`src/rtl/info_scan_controller.sv`:
```
`default_nettype none
// ============================================================================
// Module      : info_scan_controller
// Description : Steps through instruction memory, register file and data
//               memory addresses. Buttons and a timed auto-scan move the
//               address. After each move the controller waits one settle cycle
//               and then captures the selector word for display.
// Revision    : 1.0 - initial release
// ============================================================================
module info_scan_controller #(
    parameter int SCAN_PERIOD = 50000000
) (
    input  logic        clock,
    input  logic        reset,
    input  logic        nextButton,
    input  logic        prevButton,
    input  logic        modeButton,
    input  logic        autoScan,
    input  logic [31:0] word,
    output logic [1:0]  select,
    output logic [9:0]  derreference,
    output logic [31:0] displayWord,
    output logic        wordValid
);

    localparam int                 c_CNT_W    = $clog2(SCAN_PERIOD);
    localparam logic [c_CNT_W-1:0] c_CNT_LAST = c_CNT_W'(SCAN_PERIOD - 1);
    localparam logic [c_CNT_W-1:0] c_CNT_ONE  = c_CNT_W'(1);

    localparam logic [1:0] c_ST_IDLE   = 2'd0;
    localparam logic [1:0] c_ST_SETTLE = 2'd1;
    localparam logic [1:0] c_ST_LATCH  = 2'd2;

    logic [1:0]         r_state;
    logic [1:0]         r_sel;
    logic [9:0]         r_ref;
    logic [31:0]        r_disp;
    logic               r_valid;
    logic [c_CNT_W-1:0] r_cnt;
    logic               r_next_d;
    logic               r_prev_d;
    logic               r_mode_d;

    logic [1:0]         w_state_nxt;
    logic [1:0]         w_sel_nxt;
    logic [9:0]         w_ref_nxt;
    logic [c_CNT_W-1:0] w_cnt_nxt;
    logic [9:0]         w_limit;
    logic               w_next_edge;
    logic               w_prev_edge;
    logic               w_mode_edge;

    assign w_next_edge = nextButton & ~r_next_d;
    assign w_prev_edge = prevButton & ~r_prev_d;
    assign w_mode_edge = modeButton & ~r_mode_d;

    // Highest legal address of the currently selected information space
    always_comb begin
        case (r_sel)
            2'd1:    w_limit = 10'd31;
            2'd2:    w_limit = 10'd1023;
            default: w_limit = 10'd255;
        endcase
    end

    // Next-state, address and auto-scan counter decisions; only IDLE accepts commands
    always_comb begin
        w_state_nxt = r_state;
        w_sel_nxt   = r_sel;
        w_ref_nxt   = r_ref;
        w_cnt_nxt   = '0;
        case (r_state)
            c_ST_IDLE: begin
                if (w_mode_edge) begin
                    // Mode dominates every other command and restarts the address
                    w_sel_nxt   = (r_sel == 2'd2) ? 2'd0 : r_sel + 2'd1;
                    w_ref_nxt   = '0;
                    w_state_nxt = c_ST_SETTLE;
                end else if (w_next_edge && !w_prev_edge) begin
                    w_ref_nxt   = (r_ref == w_limit) ? 10'd0 : r_ref + 10'd1;
                    w_state_nxt = c_ST_SETTLE;
                end else if (w_prev_edge && !w_next_edge) begin
                    w_ref_nxt   = (r_ref == 10'd0) ? w_limit : r_ref - 10'd1;
                    w_state_nxt = c_ST_SETTLE;
                end else if (w_next_edge && w_prev_edge) begin
                    // Contradictory buttons: no move, and any pending auto step is dropped
                    w_cnt_nxt = '0;
                end else if (autoScan) begin
                    if (r_cnt == c_CNT_LAST) begin
                        w_ref_nxt   = (r_ref == w_limit) ? 10'd0 : r_ref + 10'd1;
                        w_state_nxt = c_ST_SETTLE;
                    end else begin
                        w_cnt_nxt = r_cnt + c_CNT_ONE;
                    end
                end
            end
            c_ST_SETTLE: w_state_nxt = c_ST_LATCH;
            c_ST_LATCH:  w_state_nxt = c_ST_IDLE;
            default:     w_state_nxt = c_ST_IDLE;
        endcase
    end

    // State, address, capture and edge-history registers
    always_ff @(posedge clock or posedge reset) begin
        if (reset) begin
            r_state  <= c_ST_SETTLE;
            r_sel    <= 2'd0;
            r_ref    <= 10'd0;
            r_disp   <= 32'd0;
            r_valid  <= 1'b0;
            r_cnt    <= '0;
            r_next_d <= 1'b0;
            r_prev_d <= 1'b0;
            r_mode_d <= 1'b0;
        end else begin
            r_state  <= w_state_nxt;
            r_sel    <= w_sel_nxt;
            r_ref    <= w_ref_nxt;
            r_cnt    <= w_cnt_nxt;
            r_valid  <= (r_state == c_ST_LATCH);
            if (r_state == c_ST_LATCH) begin
                r_disp <= word;
            end
            r_next_d <= nextButton;
            r_prev_d <= prevButton;
            r_mode_d <= modeButton;
        end
    end

    assign select       = r_sel;
    assign derreference = r_ref;
    assign displayWord  = r_disp;
    assign wordValid    = r_valid;

endmodule
`default_nettype wire
```
`config.mk`:
```
export PLATFORM = sky130hd
export DESIGN_NAME = info_scan_controller
export DESIGN_NICKNAME = d
export VERILOG_FILES = /design/src/rtl/info_scan_controller.sv
export SDC_FILE = /design/constraint.sdc
export NUM_CORES = 1
export LEC_CHECK = 0
export ABC_AREA = 1
export ABC_CLOCK_PERIOD_IN_PS = 3400
export BUFFER_PORTS_ARGS = -buffer_cell sky130_fd_sc_hd__buf_2
export CAP_MARGIN = 20
export CORE_AREA = 4 4 108 110
export CTS_BUF_LIST = sky130_fd_sc_hd__clkbuf_4 sky130_fd_sc_hd__clkbuf_8
export CTS_CLUSTER_DIAMETER = 50
export DETAILED_ROUTE_END_ITERATION = 8
export DIE_AREA = 0 0 112 114
export PLACE_DENSITY = 0.71
export SETUP_SLACK_MARGIN = 0.05
export SYNTH_ARGS = -nofsm -noshare
export SYNTH_HDL_FRONTEND = slang
export SYNTH_SLANG_ARGS = --single-unit
```
`constraint.sdc`:
```
create_clock -name clock -period 3.4 [get_ports clock]
set_clock_uncertainty 0.15 [all_clocks]
set_input_delay 0.68 -clock clock [delete_from_list [all_inputs] [get_ports clock]]
set_output_delay 0.68 -clock clock [all_outputs]
set_load 0.01 [all_outputs]
```
* After elaboration in Yosys (flattened, before gate mapping) *
Index checks and enable logic that the tools add are counted.
W data, S select, Z words.

cells by class
  add/sub/neg operators = 4
  mux-type cells = 24
  equality and inequality tests = 10
  $mul = 0
  shifts and indexed selects = 0
  bitwise gates (word level) = 6
  reduce and logical (&&, ||, !) cells = 12
  magnitude comparators = 0
  div/mod/pow operators = 0

operators by type and width
  operator                 number
  $mux W26                 7
  $mux W10                 8
  $add A26 B1 Y26 const B  1
  $eq A26 B26 Y1 const B   1
  $pmux W10 S2             1
  $ne A5 B5 Y1 const B     3
  $mux W2                  7
  $add A10 B1 Y10 const B  1
  $eq A10 B10 Y1           1
  $logic_not A10 Y1        1
  $sub A10 B1 Y10 const B  1
  $reduce_bool A4 Y1       2
  $eq A2 B1 Y1 const B     2
  $eq A2 B2 Y1 const B     2
  $ne A4 B4 Y1 const B     1
  $pmux W2 S2              1
  $reduce_and A4 Y1        1
  $and A1 B1 Y1            3
  $logic_and A1 B1 Y1      3
  $not A1 Y1               3
  $reduce_and A3 Y1        1
  $add A2 B1 Y2 const B    1
  $logic_not A1 Y1         2
  $logic_not A2 Y1         1
  $reduce_and A2 Y1        1

word-level totals
  logic and storage cells = 65
  memories = 0
  output and inout port bits = 45
  flip-flop bits (word level) = 76
  memory bits (read-only) = 0
  RAM bits = 0
  latch bits = 0

* Depth between registers and ports, before layout *
Gate-level depths: netlist of the first run.

  depth in word-level cells = 10
  mapped depth = 12

* Worst setup path before layout of the first run *
OpenSTA, ideal clock, no wires.

  kind = input -> register
  start = in nextButton
  end = reg r_cnt[15]
  data arrival time = 2001 ps
  stages = 10
  library setup time = 71 ps
  slack = 1178 ps
  cell sequence = inv_1 > nor2_1 > inv_1 > ha_1 > inv_1 > nand3_1 > nor4_1 > nand2_1 > buf_4 > nor2_1

between the ends
  longest elaborated chain between the ends = 7
  elaborated cells between the ends (all ways) = 10

RTL lines
  element                                                  line    RTL
  from (decl)                                              15      input logic nextButton,
  $and A1 B1 Y1 *                                          53      assign w_next_edge = nextButton & ~r_next_d;
  $logic_and A1 B1 Y1 or $logic_not A1 Y1 (tied branches)  85, 82
  $mux W26 or $logic_and A1 B1 Y1 (tied branches)          85, 82
  $mux W26                                                 82      end else if (w_prev_edge && !w_next_edge) begin
  $mux W26 *                                               79      end else if (w_next_edge && !w_prev_edge) begin
  $mux W26 *                                               74      if (w_mode_edge) begin
  $mux W26 *                                               72      case (r_state)
  via w_cnt_nxt[15]                                        47      logic [c_CNT_W-1:0] w_cnt_nxt;
  to (signal assigned)                                     119     r_cnt <= w_cnt_nxt;
  to (decl)                                                39      logic [c_CNT_W-1:0] r_cnt;

The timed path passes the listed nets; every way through them passes the cells marked *.
A chain may end at the register's enable or synchronous reset.

* Final worst setup path of the first run *
  start = in nextButton
  end = reg r_cnt[20]

The elaborated chain is that of the path after synthesis.

==> results.py, run 1 <==
metrics = {
    "outcome": {
        "status": "finished, final reports clean",
    },
    "clock_tree": {
        "cts_tree": "built",
        "ctsResizeCount": 0,
        "cts.sinks": 76,
        "ctsRootBufferMaster": "clkbuf_8",
        "cts_made_buffers": 9,
        "htreeDepth": 3,
        "path_clk_slew_ns": 0.08,
        "hold_buffers": 0,
        "cts_setup_buffers": 0,
        "ctsLongestPathBuffers": 2,
        "insertion_delay_ns": 0.36,
    },
    "power_and_ir_drop": {
        "peakVddDrop_mv": 0.4428,
        "p_sw_share_pct": 41.03,
        "p_switching_uw": 1463,
        "seq_power_share_pct": 39.8,
        "power_leakage_uw": 0.002648,
        "combPwrFrac_pct": 39.7,
        "p_clk_share_pct": 20.4,
        "p_int_uw": 2102,
        "power_density_nw_per_um2": 717.3,
    },
    "synth": {
        "synthFlopType": "dfrtp_1",
        "synthCells": 591,
        "syn_area_sq_um": 4213,
        "ys_seq_area_share_pct": 45.17,
        "syn_nets": 637,
        "ys_async_sr_fraction_pct": 100.0,
        "ys_types": 35,
        "synth.most_common_cell": "nand2_1",
        "synth_area_leader_cell": "dfrtp_1",
        "synth-edff-count": 0,
        "syn_area_per_cell_sq_um": 7.128,
        "netlist_top_cells_area": "dfrtp_1, nand2_1, nor2_1",
        "synth_seq_cells": 76,
        "synth_top_area_share_pct": 44.55,
        "ys_warn_count": 0,
        "synth_top_cells_by_count": "nand2_1, dfrtp_1, nor2_1",
    },
    "worst_setup_path": {
        "crit_type": "input pin to flip-flop",
        "path_max_fanout": 16,
        "cp_common_cell": "inv_1",
        "worstPathRequired_ns": 3.54,
        "crit_path_end_kind": "flip-flop",
        "worstPathArrival_ns": 2.68,
        "crit_slowest_cell": "nand2_1",
        "worstPathCellList": "buf_2 > inv_1 > nor2_1 > inv_1 > ha_1 > inv_1 > nand3_1 > nor4_1 > nand2_1 > inv_2 > nand2_1 > nor2_1",
        "crit_path_max_incr_delay_ns": 0.44,
        "start_kind": "input pin",
    },
    "drt": {
        "drc": 0,
        "drtIter0Drc": 273,
        "avgRoutedWirePerCell_um": 12.15,
        "viasPerCell": 4.825,
        "wl_um": 9930,
        "firstDrtPassIters": 5,
        "via_count": 3942,
        "drt.antenna.violating_nets": 0,
    },
    "final_layout": {
        "nets": 718,
        "n_antenna_cell": 0,
        "syn_to_final_growth_pct": 17.97,
        "final_layout_size_suffix_gt1_share_pct": 17.58,
    },
    "sta": {
        "finalHoldViolCount": 0,
        "relSlewSlack_pct": 39.46,
        "fmax_mhz": 394.0,
        "rsz0062_at_grt": "no",
        "setup_viol": 0,
        "setup_slack_ns": 0.8620,
        "setup_tns_ns": 0,
        "drv_slew": 0,
        "tightest_slew_ns": 0.9071,
        "finalCritPeriodShare_pct": 74.65,
        "fin_crit_ns": 2.538,
    },
    "floorplan": {
        "die_y_um": 114,
        "floorplan.core_area_sq_um": 10700,
        "initial_utilization_pct": 39.38,
        "ios": 83,
        "die_w_um": 112,
        "row_count": 38,
        "die_area_sq_um": 12770,
    },
    "placement": {
        "hpwl_um": 7283,
        "gp_congestion": 0.8656,
        "dpl_worst_slack_ns": 0.4366,
        "io_buffers": 82,
    },
    "grt": {
        "grt_max_degree": 42,
        "track_usage_pct": 15.72,
        "grt_pass1_vias": 3625,
        "grt_pass1_wl_um": 16540,
        "overflow": 0,
        "antenna_found_initial": 0,
    },
    "flow_run": {
        "maxCapViolCount": 0,
    },
    "worst_hold_path": {
        "hold_class": "flip-flop to flip-flop",
    },
}
state kept, by name, summed over array words and instances, names as in the netlist:
| signal | flops |
|---|---|
| r_mode_d | 1 |
| r_cnt | 26 |
| r_state | 2 |
| r_prev_d | 1 |
| displayWord | 32 |
| wordValid | 1 |
| derreference | 10 |
| select | 2 |
| r_next_d | 1 |
metrics by stage:
step	hold slack [ns]	total power [uW]	instance area (sq um)	cells	utilization [%]
2_1_floorplan	0.2511	2355	4213	591	-
3_3_place_gp	0.2601	2816	4758	801	44.48
3_5_place_dp	0.2657	2849	4758	801	44.48
4_1_cts	0.2676	3595	4970	817	46.46
5_1_grt	0.2761	3879	4970	817	46.46
6_report	0.2768	3565	4970	817	46.46
power by group through the flow:
stage | Clock, uW | Combinational (uW) | Sequential [uW]
2_1_floorplan | 0 | 887 | 1470
3_3_place_gp | 0 | 1400 | 1420
3_5_place_dp | 0 | 1420 | 1430
4_1_cts | 749 | 1430 | 1420
5_1_grt | 790 | 1630 | 1460
6_report | 728 | 1420 | 1420
per-layer routing:
metal	up-vias	GRT usage, %	part of all wire [%]
met5	-	0	0
met4	0	6.330	1.7
met3	13	3.554	8.2
met2	160	23.46	43
met1	1773	22.26	47
li1	1996	-	-
layout by cell type, fill, tap and decap left out, drive strengths merged:
master	count
o211ai	2
buf	85
xor2	9
nand4	9
dfrtp	75
nand2	238
nor3b	1
a211oi	1
a41oi	1
a31oi	2
bufinv	1
o21ai	20
nor3	16
dfstp	1
clkbuf	13
inv	69
nand3	32
xnor2	3
a32oi	1
nor2	77
a21oi	4
ha	8
or2	1
nand3b	2
nor4	4
clkinvlp	2
worst max-delay path: cells and delay by family:
family        cells  cell delay (ns)
fa+ha+maj         1             0.20
simple gates      6             1.23
buf+inv           5             0.55
worst paths after layout:
path	start	to	slack, ns	depth (start not counted)
worst max-delay path	nextButton	r_cnt[20]	0.86	12
worst min-delay path	r_state[1]	r_state[1]	0.28	1
worst max register to register	r_next_d	r_cnt[20]	0.92	10
worst min register to register	r_state[1]	r_state[1]	0.28	1
max in group asynchronous	reset	r_state[0]	2.01	3
min in group asynchronous	reset	displayWord[28]	0.35	2
logic make-up (layout without fill, tap and decap cells):
group                      after synthesis  in the layout  synth area share, %
xor gates and xnor gates                12             12                2.495
AOI/OAI and AO/OA                       31             31                4.099
DFF                                     76             76                45.17
adders and majority gates                8              8                2.376
and+or+nand+nor                        380            380                37.87
buffers and inverters                   84            170                7.989
final cells by class:
| cell class | instances | area, sq um |
|---|---|---|
| Clock buffer | 13 | 166.4 |
| Clock inverter | 3 | 45.04 |
| Fill cell | 1073 | 5728 |
| Inverter | 69 | 259.0 |
| Multi-Input combinational cell | 431 | 1976 |
| Sequential cell | 76 | 1903 |
| Tap cell | 140 | 175.2 |
| Timing Repair Buffer | 85 | 445.4 |
Power figures use the tool's default switching activity.
==> run 2, diff against run 1 <==
ABC_AREA = 0   (was 1)
ABC_CLOCK_PERIOD_IN_PS = 2440   (was 3400)
CORE_AREA = 4 4 105 107   (was 4 4 108 110)
DIE_AREA = 0 0 109 111   (was 0 0 112 114)
clock period = 2.44 ns   (was 3.4 ns; I/O delays follow)
==> run 2 against run 1 <==
  * Clock power grew 50%
  * Non-clock buffer count up 19
  * Register-to-register slack lost 0.77 ns
  * Core utilization is 1.4 points higher
  * Sequential power is 30% higher
  * Critical path type is now flip-flop to flip-flop
==> results.py, run 2 <==
metrics = {
    "drt": {
        "wl_um": 8595,
        "drt.antenna.violating_nets": 0,
        "drc": 0,
        "drtIter0Drc": 195,
        "avgRoutedWirePerCell_um": 14.23,
        "viasPerCell": 5.167,
        "firstDrtPassIters": 5,
        "via_count": 3121,
    },
    "worst_setup_path": {
        "worstPathCellList": "or3_1 > mux2_2 > o31ai_4 > o221ai_1 > a22o_1",
        "start_kind": "flip-flop",
        "crit_path_max_incr_delay_ns": 0.44,
        "path_max_fanout": 7,
        "rrSetupSlack_ns": 0.15,
        "r2r-start": "derreference[5]",
        "crit_type": "flip-flop to flip-flop",
        "worstPathRequired_ns": 2.53,
        "crit_slowest_cell": "dfrtp_1",
        "worstPathArrival_ns": 2.38,
        "startpoint": "derreference[5]",
        "reg2reg_depth": 5,
        "endpoint": "derreference[5]",
        "reg2reg_to": "derreference[5]",
        "crit_path_end_kind": "flip-flop",
    },
    "floorplan": {
        "ios": 83,
        "row_count": 37,
        "initial_utilization_pct": 38.92,
        "floorplan.core_area_sq_um": 10140,
        "die_y_um": 111,
        "die_area_sq_um": 12100,
        "die_w_um": 109,
    },
    "clock_tree": {
        "ctsLongestPathBuffers": 2,
        "ctsRootBufferMaster": "clkbuf_8",
        "htreeDepth": 3,
        "cts.sinks": 76,
        "cts_tree": "built",
        "path_clk_slew_ns": 0.09,
        "insertion_delay_ns": 0.35,
        "cts_made_buffers": 9,
    },
    "synth": {
        "synth_area_leader_cell": "dfrtp_1",
        "ys_warn_count": 0,
        "netlist_top_cells_area": "dfrtp_1, mux2_2, nor2_1",
        "syn_nets": 412,
        "synth-edff-count": 0,
        "syn_area_per_cell_sq_um": 10.78,
        "syn_area_sq_um": 3946,
        "ys_async_sr_fraction_pct": 100.0,
        "synth.most_common_cell": "dfrtp_1",
        "ys_types": 57,
        "synthFlopType": "dfrtp_1",
        "synth_top_area_share_pct": 47.56,
        "synthCells": 366,
        "ys_seq_area_share_pct": 48.22,
        "synth_seq_cells": 76,
        "synth_top_cells_by_count": "dfrtp_1, nor2_1, mux2_2",
    },
    "sta": {
        "rsz0062_at_grt": "no",
        "fmax_mhz": 435.8,
        "setup_viol": 0,
        "tightest_slew_ns": 0.7061,
        "drv_slew": 0,
        "setup_tns_ns": 0,
        "fin_crit_ns": 2.295,
        "relSlewSlack_pct": 52.49,
        "finalCritPeriodShare_pct": 94.04,
        "fin_hold_ws_ns": 0.05197,
        "finalHoldViolCount": 0,
    },
    "grt": {
        "antenna_found_initial": 0,
        "track_usage_pct": 14.37,
        "grt_max_degree": 52,
        "grt_pass1_vias": 3018,
        "overflow": 0,
        "grt_pass1_wl_um": 14100,
    },
    "final_layout": {
        "syn_to_final_growth_pct": 22.86,
        "final_layout_size_suffix_gt1_share_pct": 37.61,
        "mostFrequentLayoutCells": "buf_2, dfrtp_1, nor2_1, mux2_2, buf_4",
        "n_antenna_cell": 0,
        "final_common_cell": "buf_2",
        "stdcell_count": 604,
        "nets": 509,
        "fin_util_pct": 47.82,
        "largest_reg_flops": 32,
    },
    "placement": {
        "io_buffers": 82,
        "dpl.cell_count": 587,
        "hpwl_um": 6457,
        "gp_congestion": 0.9209,
    },
    "flow_run": {
        "maxCapViolCount": 0,
    },
    "power_and_ir_drop": {
        "combPwrFrac_pct": 42.4,
        "p_int_uw": 3227,
        "p_clk_share_pct": 21.3,
        "seq_power_share_pct": 36.3,
        "p_switching_uw": 1880,
        "p_sw_share_pct": 36.81,
        "peakVddDrop_mv": 0.4049,
        "report.power.total_uw": 5107,
        "power_leakage_uw": 0.002150,
        "power_density_nw_per_um2": 1053,
    },
    "worst_hold_path": {
        "hold_class": "input pin to async pin",
    },
    "outcome": {
        "status": "finished, final reports clean",
    },
}
## run 2: per-layer routing
layer  GRT usage, %  share of wire [%]  vias to the layer above
met4          3.872                1.1                        0
li1               -                  -                     1515
met3          4.077                7.3                       15
met1          19.01                 44                     1481
met5              0                  0                        -
met2          22.93                 48                      110
## run 2: worst min path at each step
stage | end | depth (start not counted)
6_report | displayWord[17] | 3
5_1_grt | displayWord[2] | 3
4_1_cts | displayWord[29] | 3
3_5_place_dp | r_state[1] | 1
3_3_place_gp | r_state[1] | 1
2_1_floorplan | r_state[1] | 1
## run 2: through the flow
| step | setup WS [ns] | cell area [sq um] |
|---|---|---|
| after floorplan | 0.1462 | 3950 |
| after global placement | 0.07753 | 4601 |
| after detailed placement | -0.03357 | 4601 |
| after CTS | 0.1366 | 4831 |
| after global routing | 0.06326 | 4848 |
| final | 0.1454 | 4848 |
## run 2: cell type report
cell class / count / area (sq um)
fillers: 906 / 5290
multi-input cells: 257 / 1909
flip-flops and latches: 76 / 1903
repair buffers: 104 / 575.6
well taps: 136 / 170.2
clock buffers: 9 / 123.9
clock inverters: 7 / 106.4
inverters: 15 / 60.06
## run 2: critical path, delay by kind of cell (launching register included)
family | cells | cell delay, ns
flops | 1 | 0.44
compound gates | 3 | 0.87
simple gates | 1 | 0.38
mux | 1 | 0.35
## run 2: logic make-up (layout without fill, tap and decap cells)
group	count (synthesis)	in the layout	synth area share [%]
flops	76	76	48.22
simple gates	137	137	18.74
compound gates	50	50	10.75
fa+ha+maj	8	8	2.537
mux	37	37	10.49
buf+inv	33	135	3.710
xor+xnor	25	25	5.549
## run 2: repair_timing
item,CTS,global route
setup buffers,0,1
resized for setup,0,7
setup endpoints to repair,0,9
hold buffers,0,0
## run 2: power groups by stage
| stage | Sequential (uW) | Combinational, uW | Clock (uW) |
|---|---|---|---|
| global placement | 1870 | 2100 | 0 |
| detailed placement | 1890 | 2140 | 0 |
| global route | 1910 | 2350 | 1180 |
| floorplan | 2050 | 1190 | 0 |
| finish | 1850 | 2170 | 1090 |
| CTS | 1860 | 2150 | 1110 |
